### config.mk
export PLATFORM = sky130hd
export DESIGN_NAME = stream_demux
export DESIGN_NICKNAME = d
export VERILOG_FILES = /design/src/rtl/stream_demux_pkg.sv /design/src/rtl/stream_demux_oreg.sv /design/src/rtl/stream_demux.sv
export SDC_FILE = /design/constraint.sdc
export NUM_CORES = 1
export LEC_CHECK = 0
export ABC_AREA = 1
export CELL_PAD_IN_SITES_DETAIL_PLACEMENT = 0
export CELL_PAD_IN_SITES_GLOBAL_PLACEMENT = 1
export CORE_MARGIN = 2
export CORE_UTILIZATION = 34
export DETAILED_ROUTE_END_ITERATION = 8
export PLACE_DENSITY = 0.75
export SYNTH_ARGS = -nofsm -noshare
export SYNTH_HDL_FRONTEND = slang
export SYNTH_SLANG_ARGS = --single-unit
### constraint.sdc
create_clock -name clk -period 2.2 [get_ports clk]
set_clock_uncertainty 0.2 [all_clocks]
set_input_delay 0.22 -clock clk [delete_from_list [all_inputs] [get_ports clk]]
set_output_delay 0.22 -clock clk [all_outputs]
set_load 0.005 [all_outputs]
### src/rtl/stream_demux_pkg.sv
// Shared types and constants for the stream_demux packet demultiplexer.
package stream_demux_pkg;

  typedef enum logic [1:0] {
    IDLE = 2'd0,
    PASS = 2'd1,
    DROP = 2'd2
  } state_t;

  localparam int DROP_CNT_W = 16;

endpackage

### src/rtl/stream_demux_oreg.sv
// One-deep output register tagged with its destination channel; drives the
// one-hot valid and drains on the ready of the tagged channel only.
module stream_demux_oreg
  import stream_demux_pkg::*;
#(
  parameter int DATA_W = 8,
  parameter int N_OUT  = 8,
  parameter int SEL_W  = $clog2(N_OUT)
) (
  input  logic              clk,
  input  logic              rst,
  input  logic              load,
  input  logic [SEL_W-1:0]  ld_ch,
  input  logic [DATA_W-1:0] ld_data,
  input  logic              ld_last,
  input  logic [N_OUT-1:0]  m_ready,
  output logic              can_load,
  output logic [SEL_W-1:0]  ch,
  output logic [N_OUT-1:0]  m_valid,
  output logic [DATA_W-1:0] m_data,
  output logic              m_last
);

  localparam logic [N_OUT-1:0] ONE = {{(N_OUT-1){1'b0}}, 1'b1};

  logic              vld_p1;
  logic [SEL_W-1:0]  ch_p1;
  logic [DATA_W-1:0] data_p1;
  logic              last_p1;
  logic [N_OUT-1:0]  onehot_p1;
  logic              drain;

  assign drain    = vld_p1 && m_ready[ch_p1];
  assign can_load = !vld_p1 || m_ready[ch_p1];

  // p0 -> p1: load wins over drain so a new beat can replace a draining one
  always_ff @(posedge clk or posedge rst) begin
    if (rst) begin
      vld_p1    <= 1'b0;
      ch_p1     <= '0;
      data_p1   <= '0;
      last_p1   <= 1'b0;
      onehot_p1 <= '0;
    end else if (load) begin
      vld_p1    <= 1'b1;
      ch_p1     <= ld_ch;
      data_p1   <= ld_data;
      last_p1   <= ld_last;
      onehot_p1 <= ONE << ld_ch;
    end else if (drain) begin
      vld_p1    <= 1'b0;
      onehot_p1 <= '0;
    end
  end

  assign ch      = ch_p1;
  assign m_valid = onehot_p1;
  assign m_data  = data_p1;
  assign m_last  = last_p1;

endmodule

### src/rtl/stream_demux.sv
// Registered 1-to-N packet demux: channel locked per packet on its first beat,
// disabled or out-of-range packets are discarded and counted.
module stream_demux
  import stream_demux_pkg::*;
#(
  parameter int DATA_W = 8,
  parameter int N_OUT  = 8,
  parameter int SEL_W  = $clog2(N_OUT)
) (
  input  logic                  clk,
  input  logic                  rst,
  input  logic                  en,
  input  logic                  s_valid,
  output logic                  s_ready,
  input  logic [DATA_W-1:0]     s_data,
  input  logic                  s_last,
  input  logic [SEL_W-1:0]      s_sel,
  output logic [N_OUT-1:0]      m_valid,
  input  logic [N_OUT-1:0]      m_ready,
  output logic [DATA_W-1:0]     m_data,
  output logic                  m_last,
  output logic [DROP_CNT_W-1:0] drop_cnt
);

  function automatic logic [DROP_CNT_W-1:0] sat_inc(input logic [DROP_CNT_W-1:0] v);
    return (&v) ? v : v + DROP_CNT_W'(1);
  endfunction

  state_t                  state_p0, state_nxt;
  logic [DROP_CNT_W-1:0]   drop_cnt_p0;
  logic                    load, drop_inc, can_load, accept, in_range;
  logic [SEL_W-1:0]        ch_cur, ld_ch;

  generate
    if (N_OUT == (1 << SEL_W)) begin : g_full_range
      assign in_range = 1'b1;
    end else begin : g_part_range
      assign in_range = {1'b0, s_sel} < (SEL_W+1)'(N_OUT);
    end
  endgenerate

  assign s_ready = (state_p0 == DROP) || can_load;
  assign accept  = s_valid && s_ready;
  assign ld_ch   = (state_p0 == IDLE) ? s_sel : ch_cur;

  always_comb begin
    state_nxt = state_p0;
    load      = 1'b0;
    drop_inc  = 1'b0;
    case (state_p0)
      IDLE: if (accept) begin
        if (en && in_range) begin
          load = 1'b1;
          if (!s_last) state_nxt = PASS;
        end else begin
          drop_inc = 1'b1;
          if (!s_last) state_nxt = DROP;
        end
      end
      PASS: if (accept) begin
        load = 1'b1;
        if (s_last) state_nxt = IDLE;
      end
      DROP: if (accept && s_last) state_nxt = IDLE;
      default: state_nxt = IDLE;
    endcase
  end

  // p0: packet state and drop counter
  always_ff @(posedge clk or posedge rst) begin
    if (rst) begin
      state_p0    <= IDLE;
      drop_cnt_p0 <= '0;
    end else begin
      state_p0 <= state_nxt;
      if (drop_inc) drop_cnt_p0 <= sat_inc(drop_cnt_p0);
    end
  end

  assign drop_cnt = drop_cnt_p0;

  stream_demux_oreg #(
    .DATA_W(DATA_W),
    .N_OUT (N_OUT),
    .SEL_W (SEL_W)
  ) u_oreg (
    .clk     (clk),
    .rst     (rst),
    .load    (load),
    .ld_ch   (ld_ch),
    .ld_data (s_data),
    .ld_last (s_last),
    .m_ready (m_ready),
    .can_load(can_load),
    .ch      (ch_cur),
    .m_valid (m_valid),
    .m_data  (m_data),
    .m_last  (m_last)
  );

endmodule

# After elaboration in Yosys (flattened, before gate mapping)
# Cells that the tools add are included.
word_totals:
  regBits: 39
  elab_cells: 51
op_classes:
  n_bitwise: 1
  reduce_logical: 11
  n_eq_ne: 7
  n_lt_le_gt_ge: 1
  mux: 22
  add_sub_neg: 1
  shifts: 1
op_table:
  columns: ["op", "count"]
  rows:
  - ["16-bit by 1-bit adder with 16-bit output (second input constant)", 1]
  - ["8-bit two-way mux", 2]
  - ["16-bit AND reduction", 1]
  - ["2-bit two-way mux", 7]
  - ["1-bit two-way mux", 9]
  - ["2-bit != test (second input constant)", 4]
  - ["1-bit by 3-bit left shift with 8-bit output (first input constant)", 1]
  - ["2-bit case mux with 3 select lines", 1]
  - ["5-bit AND reduction", 1]
  - ["3-bit by 4-bit less-than comparator with 1-bit output (second input constant)", 1]
  - ["1-bit binary-select mux with 3-bit select", 1]
  - ["1-bit logical AND", 3]
  - ["3-bit two-way mux", 1]
  - ["2-bit by 1-bit == test with 1-bit output (second input constant)", 1]
  - ["2-bit == test (second input constant)", 1]
  - ["2-bit zero test", 1]
  - ["1-bit logical OR", 2]
  - ["2-bit by 1-bit != test with 1-bit output (second input constant)", 1]
  - ["1-bit case mux with 2 select lines", 1]
  - ["2-bit AND reduction", 1]
  - ["2-bit nonzero test", 1]
  - ["1-bit zero test", 1]
  - ["1-bit NOT", 1]

# Depth between registers and ports, before layout
logic_depth:
  ltp_word: 8
  depth_mapped: 11
  mapped_depth_nobuf: 10

# Modules after synthesis
# From an unflattened synthesis, not the netlist that was laid out.
unflattened:
  cells_unflattened: 299
  area_unflattened_um2: 2178.3
modules_own_cells:
  columns: ["mod", "area_each_um2", "cells_each", "instances", "seq_area_each_um2"]
  rows:
  - ["stream_demux", 1231.2, 180, 1, 450.4]
  - ["stream_demux_oreg", 947.2, 119, 1, 525.5]

# Worst setup path after synthesis
# Ideal clock, no wire load.
synth_timing:
  kind: "flip-flop to flip-flop"
  from: "reg drop_cnt_p0[0] (netlist: drop_cnt[0])"
  to: "reg drop_cnt_p0[8] (netlist: drop_cnt[8])"
  path_stages_with_launch: 9
  path_buffers: 1
  arrival_time_ns: 1.409
  setup_slack_ns: 0.474
  synth_period_minus_slack_ns: 1.726
  cell_sequence: "dfrtp_1 > ha_1 > nand3_1 > nor2_1 > nand4_1 > nand4_2 > buf_4 > nand2_1 > nand2_1"
synth_between:
  elab_chain_cells: 3
  elab_cells_between_ends: 4
  classes_between: "add/sub (1); bitwise (1); reduce/logical (2)"
synth_rtl:
  columns: ["element", "line", "text"]
  rows:
  - ["start, declared", "stream_demux.sv:30", "logic [DROP_CNT_W-1:0] drop_cnt_p0;"]
  - ["start signal, assigned", "stream_demux.sv:76", "if (drop_inc) drop_cnt_p0 <= sat_inc(drop_cnt_p0);"]
  - ["branches (longest 3 deep; another with 16-bit by 1-bit adder with 16-bit output)", null, null]
# Parallel ways; which one is timed is not known.
# A chain may end at the register's enable or synchronous reset.

# Worst setup path after layout
layout_timing:
  from: "reg u_oreg.ch_p1[0] (netlist: u_oreg.ch[0])"
  to: "out s_ready"
layout_between:
  elab_chain_cells: 4
layout_rtl:
  columns: ["element", "line", "text"]
  rows:
  - ["start, declared", "stream_demux_oreg.sv:27", "logic [SEL_W-1:0] ch_p1;"]
  - ["start signal, assigned", "stream_demux_oreg.sv:46", "ch_p1 <= ld_ch;"]
  - ["1-bit binary-select mux with 3-bit select", "stream_demux_oreg.sv:34", "assign can_load = !vld_p1 || m_ready[ch_p1];"]
  - ["1-bit two-way mux (not written as such)", "stream_demux_oreg.sv:34", null]
  - ["1-bit logical OR", "stream_demux_oreg.sv:34", null]
  - ["1-bit logical OR", "stream_demux.sv:42", "assign s_ready = (state_p0 == DROP) || can_load;"]
  - ["end, declared", "stream_demux.sv:14", "output logic s_ready,"]
# No other way between the ends. The select of a mux whose other input is x is not followed.

==> impl_metrics.csv <==
group,metric,value,unit
clock_network,htree_levels,2,
clock_network,cts_buffer_depth,2,
placed_design,dp_hpwl,3.56,mm
cells_and_area,layout_common_cells,"129 x nand2_1, 56 x clkdlybuf4s50_1, 38 x dfrtp_1, 25 x inv_1",
detailed_routing,vias,1948,
setup_path,r2r_setup_slack,0.34,ns
clock_network,cts_inserted_buffers,5,
timing,setup_viol,0,
grt,grt.overflow.total,0,
cells_and_area,layout-drive-gt1-share,0.0855,
yosys,syn_inst,285,
clock_network,postCtsSetupBuffers,0,
timing,hold_ws,0.137,ns
pwr,cellLeakagePower,1.47,nW
pwr,peakVddDrop,0.000684,V
pwr,p_sw_frac,0.380,
grt,antenna_found_initial,0,
setup_path,crit_fanout,7,
grt,grt_pass1_wl,8.84,mm
cells_and_area,final_common_cell,"nand2_1",
setup_path,path_class,"flop to output pin",
detailed_routing,drc,0,
detailed_routing,routed_wl,5.00,mm
grt,grtUsageTotal,0.155,
pwr,power_density,1110,mW/mm2
yosys,ys_ff_latch,39,
die,dieArea,0.00696,mm2
detailed_routing,avgViaCountPerCell,4.57,
clock_network,clkTransAtPathRegs,0.08,ns
flow_run,cap_violations,0,
die,io_pins,58,
grt,grt_max_degree,40,
setup_path,endpoint_kind,"output pin",
clock_network,cts_tree,"yes",
timing,final.setup.tns,0,ns
timing,slew_viol_final,0,
die,start_util,0.356,
timing,tightest_slew,0.503,ns
setup_path,cp.arrival,1.45,ns
pwr,clkPwrFrac,0.183,
timing,finalCritPeriodShare,0.850,
die,coreArea,0.00603,mm2
run_status,status,"finished, final reports clean",
clock_network,cts_root_buffer,"clkbuf_8",
cells_and_area,final_core_util,0.492,
pwr,finalPower,3.28,mW
pwr,p_int,2.04,mW
yosys,syn_area_per_cell,7.52,um2
grt,grt_pass1_vias,1872,
yosys,yosysUniqueCellTypes,27,
placed_design,gp_congestion,0.795,
die,rows,28,
detailed_routing,drt_iter0_drc,73,
die,die_h,83.4,um
pwr,p_seq_frac,0.356,
cells_and_area,area_growth,38.3,%
placed_design,place_ws,0.132,ns
yosys,ys_warn_count,0,
timing,rsz0062_at_grt,"no",
yosys,synth_nets,310,
detailed_routing,avgRoutedWirePerCell,11.7,um
cells_and_area,num-nets-final,375,
pwr,combPwrFrac,0.461,
clock_network,clock_sinks,39,
yosys,ys_seq_area_frac,0.455,
timing,relSlewSlack,0.664,
detailed_routing,drtPass1Iterations,5,
detailed_routing,postRouteAntennaNets,0,
setup_path,reg2regPathDepth,9,
setup_path,critPathRequiredTime,1.78,ns
placed_design,port_buffers,57,
setup_path,startpoint_type,"flop",
die,die_w,83.4,um
timing,finalHoldViolCount,0,
timing,fmax,534,MHz
timing,setup_slack,0.329,ns
pwr,power.net_switching,1.25,mW
timing,min_period,1.87,ns
cells_and_area,num_antenna_cells,0,
hold_path,min_path_type,"input port to asynchronous set/reset pin",
yosys,synth_area,0.00214,mm2
clock_network,clock_latency,0.30,ns
==> cell families (layout without fill, tap and decap cells) <==
logic type / Yosys count / count (layout) / synth area share
and+or+nand+nor: 192 / 192 / 0.394
buffers and inverters: 31 / 97 / 0.0653
xor gates and xnor gates: 15 / 15 / 0.0613
adders and majority gates: 1 / 1 / 0.00583
DFF: 39 / 39 / 0.455
AOI/OAI and AO/OA: 7 / 7 / 0.0181
==> sequential cells by signal (all words and copies together), names as in the netlist <==
name            count
drop_cnt           16
u_oreg.m_last       1
u_oreg.m_valid      8
u_oreg.vld_p1       1
u_oreg.m_data       8
u_oreg.ch           3
state_p0            2
==> cell usage after synthesis <==
master	number	area share
and3_1	1	0.0029
buf_2	1	0.0023
buf_4	2	0.0070
buf_6	2	0.011
dfrtp_1	39	0.46
ha_1	1	0.0058
inv_1	25	0.044
inv_2	1	0.0017
nand2_1	129	0.23
nand2_2	1	0.0029
nand2_4	1	0.0053
nand3_1	21	0.049
nand3_2	2	0.0093
nand3_4	1	0.0082
nand3b_2	1	0.0053
nand4_1	3	0.0088
nand4_2	1	0.0058
nor2_1	21	0.037
nor2_4	3	0.016
nor3_1	3	0.0070
nor4_1	1	0.0029
o21ai_0	4	0.0093
o21ai_1	2	0.0047
o21ai_2	1	0.0041
or2_2	3	0.0088
xnor2_1	5	0.020
xor2_1	10	0.041
==> cell type report <==
cell class	instances	area [um2]
clock buffers	5	68.8
flip-flops and latches	39	977
inverters	26	97.6
repair buffers	63	656
well taps	75	93.8
clock inverters	3	43.8
multi-input cells	215	1030
fillers	613	3060
==> per-stage QoR <==
stage | instances | instance area [um2]
after floorplan | 285 | 2140
after global placement | 418 | 2850
after detailed placement | 418 | 2850
after CTS | 426 | 2960
after global routing | 426 | 2970
final | 426 | 2970
==> critical path, stage by stage, from the launching register on <==
cell and delay (ns):
dfrtp_2 0.46, inv_2 0.09, nand2_1 0.05, nand3_1 0.07, nand3_2 0.09, nand2_2 0.11, nand3_4 0.11, dlymetal6s2s_1 0.17
==> power groups by stage <==
stage	clock (mW)	combinational (mW)	sequential, mW
after floorplan	0	0.870	1.16
after global placement	0	1.53	1.18
after detailed placement	0	1.54	1.18
after CTS	0.630	1.54	1.17
after global routing	0.656	1.72	1.21
final	0.602	1.51	1.17
==> timing repair <==
action                     CTS  global route
hold buffers                 0             0
pin swaps                    0             0
cloned                       0             0
resized for setup            1             1
setup endpoints to repair    1             1
==> worst paths after layout <==
path                                               from                       endpoint
max                            u_oreg.ch[0]$_DFFE_PP0P_                        s_ready
min                                                 rst   u_oreg.m_data[4]$_DFFE_PP0P_
max reg2reg                     state_p0[0]$_DFFE_PP0P_  u_oreg.m_valid[5]$_DFFE_PP0P_
min reg2reg                u_oreg.m_data[0]$_DFFE_PP0P_   u_oreg.m_data[0]$_DFFE_PP0P_
max in group asynchronous                           rst       u_oreg.ch[0]$_DFFE_PP0P_
min in group clk                              s_data[2]   u_oreg.m_data[2]$_DFFE_PP0P_
==> routing by layer <==
layer | vias up | wire length (um) | global-route usage
met1 | 880 | 2480 | 0.206
met2 | 52 | 2200 | 0.247
met3 | 8 | 241 | 0.0368
li1 | 1008 | - | -
met4 | 0 | 74 | 0.0528
met5 | - | 0 | 0
Note: power is estimated with default switching activity, not from simulation.
